--- config.mk ---
export PLATFORM = sky130hd
export DESIGN_NAME = dds_cfg_ctrl
export DESIGN_NICKNAME = d
export VERILOG_FILES = /design/src/rtl/dds_cfg_ctrl.sv
export SDC_FILE = /design/constraint.sdc
export NUM_CORES = 1
export LEC_CHECK = 0
export CORE_UTILIZATION = 55
export DETAILED_ROUTE_END_ITERATION = 16
export GPL_TIMING_DRIVEN = 0
export HOLD_SLACK_MARGIN = 0.05
export PLACE_DENSITY_LB_ADDON = 0.12
export SKIP_CTS_REPAIR_TIMING = 1
export SLEW_MARGIN = 5
export SYNTH_ARGS = -nofsm -noshare
export SYNTH_HDL_FRONTEND = slang
export SYNTH_SLANG_ARGS = --single-unit
--- constraint.sdc ---
create_clock -name sys_clk -period 3.1 [get_ports sys_clk]
set_input_delay 0.62 -clock sys_clk [delete_from_list [all_inputs] [get_ports sys_clk]]
set_output_delay 0.62 -clock sys_clk [all_outputs]
set_load 0.05 [all_outputs]
--- src/rtl/dds_cfg_ctrl.sv ---
// dds_cfg_ctrl - parses 4-byte UART command frames and drives two DDS channel configs
// Frame is HEADER, CMD, FREQ, CHK; a valid frame updates one channel and pulses its flag.
module dds_cfg_ctrl #(
  parameter int          CLK_FREQ      = 50000000,
  parameter int          UART_BPS      = 9600,
  parameter int          TIMEOUT_BYTES = 4,
  parameter logic [7:0]  HEADER        = 8'hA5
) (
  input  logic       sys_clk,
  input  logic       sys_rst_n,
  input  logic       rx_valid,
  input  logic [7:0] rx_data,
  output logic       ch0_sel,
  output logic [6:0] ch0_freq,
  output logic       ch0_flag,
  output logic       ch1_sel,
  output logic [6:0] ch1_freq,
  output logic       ch1_flag,
  output logic       busy,
  output logic       frame_err,
  output logic [7:0] frame_cnt
);

  localparam int TO_CYC = (CLK_FREQ / UART_BPS) * 10 * TIMEOUT_BYTES;
  localparam int TO_W   = $clog2(TO_CYC + 1);
  localparam logic [TO_W-1:0] TO_LAST = TO_W'(TO_CYC - 1);

  localparam logic [2:0] S_IDLE  = 3'd0;
  localparam logic [2:0] S_CMD   = 3'd1;
  localparam logic [2:0] S_FREQ  = 3'd2;
  localparam logic [2:0] S_CHK   = 3'd3;
  localparam logic [2:0] S_APPLY = 3'd4;

  logic [2:0]      state;
  logic [TO_W-1:0] to_cnt;
  logic [7:0]      cmd_q;
  logic [7:0]      freq_q;
  logic            in_frame;
  logic            expire;
  logic            frame_ok;

  assign in_frame = (state == S_CMD) || (state == S_FREQ) || (state == S_CHK);
  assign busy     = in_frame;
  // A byte arriving in the expiry cycle wins over the timeout.
  assign expire   = in_frame && !rx_valid && (to_cnt == TO_LAST);
  // Reserved-bit and FREQ[7] checks are deferred to CHK so every frame is 4 bytes long.
  assign frame_ok = (cmd_q[6:1] == 6'd0) && !freq_q[7] && (rx_data == (cmd_q ^ freq_q));

  always_ff @(posedge sys_clk or negedge sys_rst_n) begin
    if (!sys_rst_n) begin
      state     <= S_IDLE;
      to_cnt    <= '0;
      cmd_q     <= 8'd0;
      freq_q    <= 8'd0;
      ch0_sel   <= 1'b0;
      ch0_freq  <= 7'd0;
      ch0_flag  <= 1'b0;
      ch1_sel   <= 1'b0;
      ch1_freq  <= 7'd0;
      ch1_flag  <= 1'b0;
      frame_err <= 1'b0;
      frame_cnt <= 8'd0;
    end else begin
      ch0_flag  <= 1'b0;
      ch1_flag  <= 1'b0;
      frame_err <= 1'b0;

      if (rx_valid || expire)
        to_cnt <= '0;
      else if (in_frame)
        to_cnt <= to_cnt + 1'b1;

      case (state)
        S_IDLE, S_APPLY: begin
          state <= (rx_valid && rx_data == HEADER) ? S_CMD : S_IDLE;
        end
        S_CMD, S_FREQ: begin
          if (rx_valid) begin
            if (state == S_CMD) begin
              cmd_q <= rx_data;
              state <= S_FREQ;
            end else begin
              freq_q <= rx_data;
              state  <= S_CHK;
            end
          end else if (expire) begin
            frame_err <= 1'b1;
            state     <= S_IDLE;
          end
        end
        S_CHK: begin
          if (rx_valid) begin
            if (frame_ok) begin
              state     <= S_APPLY;
              frame_cnt <= frame_cnt + 8'd1;
              if (cmd_q[0]) begin
                ch1_sel  <= cmd_q[7];
                ch1_freq <= freq_q[6:0];
                ch1_flag <= 1'b1;
              end else begin
                ch0_sel  <= cmd_q[7];
                ch0_freq <= freq_q[6:0];
                ch0_flag <= 1'b1;
              end
            end else begin
              frame_err <= 1'b1;
              state     <= S_IDLE;
            end
          end else if (expire) begin
            frame_err <= 1'b1;
            state     <= S_IDLE;
          end
        end
        default: state <= S_IDLE;
      endcase
    end
  end

endmodule

After elaboration in Yosys (flattened, before gate mapping)
Cells that the tools add are included.
- flip-flop bits (word level): 64
- bits of input ports: 11
- logic and storage cells: 66
- add/sub/neg operators: 2
- equality and inequality tests: 7
- muxes and demuxes: 22
- bitwise logic cells: 3
- reductions and logical operators: 20
- operators by type and width (kind ; count):
    18-bit 2-to-1 mux ; 2
    18-bit by 1-bit adder with 18-bit output (second input constant) ; 1
    18-bit == test (second input constant) ; 1
    1-bit 2-to-1 mux ; 14
    3-bit 2-to-1 mux ; 4
    3-bit one-hot mux with 3 select lines ; 1
    3-bit AND reduction ; 3
    8-bit by 1-bit adder with 8-bit output (second input constant) ; 1
    8-bit == test ; 1
    8-bit == test (second input constant) ; 1
    4-bit AND reduction ; 2
    8-bit bitwise XOR ; 1
    3-bit by 2-bit == test with 1-bit output (second input constant) ; 2
    6-bit logical NOT ; 1
    1-bit logical AND ; 5
    2-bit OR reduction ; 2
    3-bit by 1-bit == test with 1-bit output (second input constant) ; 1
    3-bit == test (second input constant) ; 1
    3-bit logical NOT ; 1
    1-bit logical OR ; 3
    1-bit logical NOT ; 2
    1-bit inverter ; 2
    1-bit one-hot mux with 2 select lines ; 1
    2-bit nonzero test ; 1

Longest topological paths before layout
- word-level depth: 8
- mapped depth: 8
- depth with buffers taken out: 6

Worst setup path after synthesis
Ideal clock, no wire load.
- kind: input -> register
- from: input port rx_valid
- to: register to_cnt[10]
- library setup time: 0.121 ns
- arrival: 2.430 ns
- required time: 2.979 ns
- slack: 0.549 ns
- cell stages on the path: 7
- buffers on the path: 2
- cells stage by stage: clkbuf_1 -> or4b_1 -> nor4_1 -> nand3_1 -> o21ai_1 -> buf_2 -> nor2_1
- cells in the longest elaborated chain, start to end: 5
- RTL lines (item ; RTL line ; text):
    start, declared ; 11 ; input logic rx_valid,
    1-bit logical NOT ; 45 ; assign expire = in_frame && !rx_valid && (to_cnt == TO_LAST);
    1-bit logical AND (2 in series) ; 45 ;
    1-bit logical OR (*) ; 68 ; if (rx_valid || expire)
    18-bit 2-to-1 mux or 2-bit nonzero test (tied branches) ; n/a ;
    end signal, assigned ; 71 ; to_cnt <= to_cnt + 1'b1;
    end, declared ; 35 ; logic [TO_W-1:0] to_cnt;
Mark *: on every way between the ends. The rest lies on a longest branch, timed or not.
A chain may end at the register's enable or synchronous reset.

Final worst setup path
- from: input port rx_data[1]
- to: register ch0_freq[3]
- cells in the longest elaborated chain, start to end: 3
- RTL lines (item ; RTL line ; text):
    start, declared ; 12 ; input logic [7:0] rx_data,
    8-bit == test ; 47 ; assign frame_ok = (cmd_q[6:1] == 6'd0) && !freq_q[7] && (rx_data == (cmd_q ^ freq_q));
    1-bit logical AND ; 47 ;
    4-bit AND reduction (no source line) ; n/a ;
    end signal, assigned ; 102 ; ch0_freq <= freq_q[6:0];
    end, declared ; 14 ; output logic [6:0] ch0_freq,
Every way passes these cells.

==> results.md <==
* Critical Path Fanout Max at 10
* Power Density at 656 nW/um^2
* Post-synth EDFFs at 0
* Area Overhead vs Synth at 20.6%
* Total CTS buffers at 9
* Clock transition at path regs at 0.07 ns
* Mapped Nets at 269
* First-pass GRT wire length at 9830 um
* PortBufs at 37
* Final instance area at approximately 3600 um^2
* Top cell type's share of synthesized area at a little over half
* Nets at between 300 and 400
* Iteration-0 DRC Markers at ~110
* Drt wl/cell at 14.9 um
* Vias per inst at 5.44
* IO Pins at 39
* Most area-consuming cells after synthesis: dfrtp_1, mux2_2, xnor2_1, xor2_1, mux2_4
* Vias in the first global route at ~2000
* Die Y at around 76 um
* CP endpoint kind: register
* YS warnings at 0
* RR Startpoint: cmd_q[1]
* Total GRT Usage at 21.9%
* Die W at 76.1 um
* Status: finished clean
* R2R depth at 5
* Placer's final routability congestion estimate at 0.815
* Cell Area, Placed at 3480 um^2
* Avg Inst Size Synth at 11.8 um^2
* Worst VDD drop at 0.000533 V
* Leakage at 1.60 nW
* Hold crit path type: input pin to async pin
* Flops & latches, synth at 64
* Final WS setup at 0.243 ns
* Pre-CTS setup slack at -0.115 ns
* Kind of critical path: input pin to register
* Initial antenna violation count at 0
* CTS sink count at 64
* Ratio of cells with drive above 1 in the final layout at 18.1%
* # fillers at 388
* Final worst path period share at 92.1%
* Pre-antenna DRT Iters at 4
* H-tree level count at 3
* Maximum clock insertion buffer count at 2
* Synth unique cells at 36
* Largest net degree at the start of global routing at 65
* FF-to-FF setup slack at 0.41 ns
* Final Skew at roughly 0.0074 ns
* RSZ-0062 raised after global routing: false
* Worst EP required at ~3.3 ns
* Total grt overflow at 0
* CP arrival at around 3 ns
* Core area at between 5000 and 6000 um^2
* Startpoint class of the critical path: input pin
* Ys async rst share at 100%
* CTS tree: yes
* Total number of vias at approximately 2100
* Final wirelength at 5650 um
* Hpwl dp at ~3800 um
* FP Rows at 26
* Tmin final at 2.86 ns
* Sequential element share of the synthesized area at between 50% and 60%
* Fmax at 0.350 GHz
* Least-Margin Pin Slew at ~1.1 ns
* Max-cap violations at 0
* Worst-Skew Late Latency at 0.34 ns
* Mapped Cells at approximately 260
* Drt drc at 0
* Routed Antenna Nets at 0
* Setup violations, final at 0
* Die ar. at 5790 um^2
* Root buffer cell: clkbuf_8
* Biggest area consumer among synthesized cells: dfrtp_1
* Ys flop type: dfrtp_1
* Ant. Diodes at 0
* Slew Limit Fails at 0
* Starting Density at around 58%
* Post-Syn Area at 3020 um^2
* Worst R2R End: ch0_freq[3]
* Slew headroom at 27.1%
* Final hold vios at 0
==> cell usage after synthesis, types with 6 or more instances <==
library cell	n
dfrtp_1	64
mux2_2	25
nor2_1	20
xnor2_1	19
xor2_1	16
nand3_1	15
nand2_1	12
nor3_1	10
nor4_1	9
mux2_4	8
nand4_1	8
inv_1	7
clkbuf_1	6
==> routing by layer <==
layer | global-route usage, % | up-vias | routed length (um)
met5 | 0 | - | 0
met4 | 12.3 | 0 | 88
met3 | 4.19 | 5 | 163
met2 | 33.6 | 34 | 2770
met1 | 29.4 | 1020 | 2620
li1 | - | 1004 | -
==> logic make-up after synthesis <==
kind of cell / count (synthesis) / synth area share, %
AND/OR/NAND/NOR: 95 / 18.2
flip-flops: 64 / 53.0
XOR/XNOR: 35 / 10.1
multiplexers: 33 / 13.3
buffers and inverters: 15 / 2.15
AO/OA/AOI/OAI: 12 / 2.36
adder cells (fa/ha/maj): 2 / 0.828
==> metrics by stage <==
step                instances  hold slack (ns)  util [%]  TNS [ns]  power, mW
global placement          363            0.457      66.8    -46.50       1.78
detailed placement        363            0.475      66.8    -0.863       1.79
finish                    379            0.363      70.0         0       2.39
CTS                       379            0.397      70.0   -0.0557       2.41
global route              379            0.442      70.0         0       2.54
floorplan                 256            0.324         -         0       1.62
==> how the worst max path moves through the flow <==
stage	startpoint	end	slack, ns	depth (start not counted)
after floorplan	rx_valid	to_cnt[10]	0.55	7
after global placement	sys_rst_n	ch0_freq[5]	-0.71	1
after detailed placement	rx_data[1]	ch0_freq[3]	-0.11	7
after CTS	state[0]	busy	-0.06	5
after global routing	rx_data[1]	ch0_freq[0]	0.08	7
final	rx_data[1]	ch0_freq[3]	0.24	7
==> final cells by class <==
| cell class | count | area, um^2 | share of cell area [%] |
|---|---|---|---|
| clock inverters | 4 | 20.0 | 0.549 |
| flip-flops and latches | 64 | 1600 | 44.0 |
| plain buffers | 8 | 38.8 | 1.06 |
| well taps | 70 | 87.6 | 2.40 |
| multi-input cells | 177 | 1350 | 37.2 |
| inverters | 7 | 26.3 | 0.721 |
| clock buffers | 12 | 145 | 3.98 |
| repair buffers | 37 | 370 | 10.2 |
==> cell usage in the layout, fill, tap and decap left out, drive strengths merged <==
cell type      synthesis  final
xnor2                 19     19
xor2                  16     16
or4b                   1      1
inv                    7      7
or3                    2      2
nand4                  9      9
clkdlybuf4s50          0     35
nand2                 12     12
o21ai                  3      3
nor4                  12     12
a21oi                  5      5
o21bai                 1      1
or4                    2      2
nor4bb                 2      2
o22ai                  1      1
nor3                  11     11
buf                    2      3
dfrtp                 64     64
a2111oi                1      1
nor2b                  2      2
clkinv                 0      4
a211o                  1      1
mux2                  33     33
nor2                  20     20
and3                   4      4
clkbuf                 6     18
nand3                 15     15
ha                     2      2
and4                   1      1
and2                   2      2
dlymetal6s2s           0      1
==> critical path, cell delays in order <==
cell             delay [ns]
clkdlybuf4s50_1        0.55
xnor2_1                0.16
xnor2_1                0.12
clkbuf_1               0.23
or3_1                  0.37
nor3_2                 0.61
mux2_2                 0.41
==> registers in the layout, indices dropped and copies added, names as in the netlist, 3 cells and up <==
register	count
ch0_freq	7
state	3
to_cnt	18
frame_cnt	8
cmd_q	8
ch1_freq	7
freq_q	8
==> report_power, final <==
group          total (mW)  switching (mW)  internal [mW]
logic               0.677           0.400          0.277
clock network       0.610           0.303          0.307
registers            1.11           0.136          0.970
No activity file was read; power rests on OpenSTA's default activity.
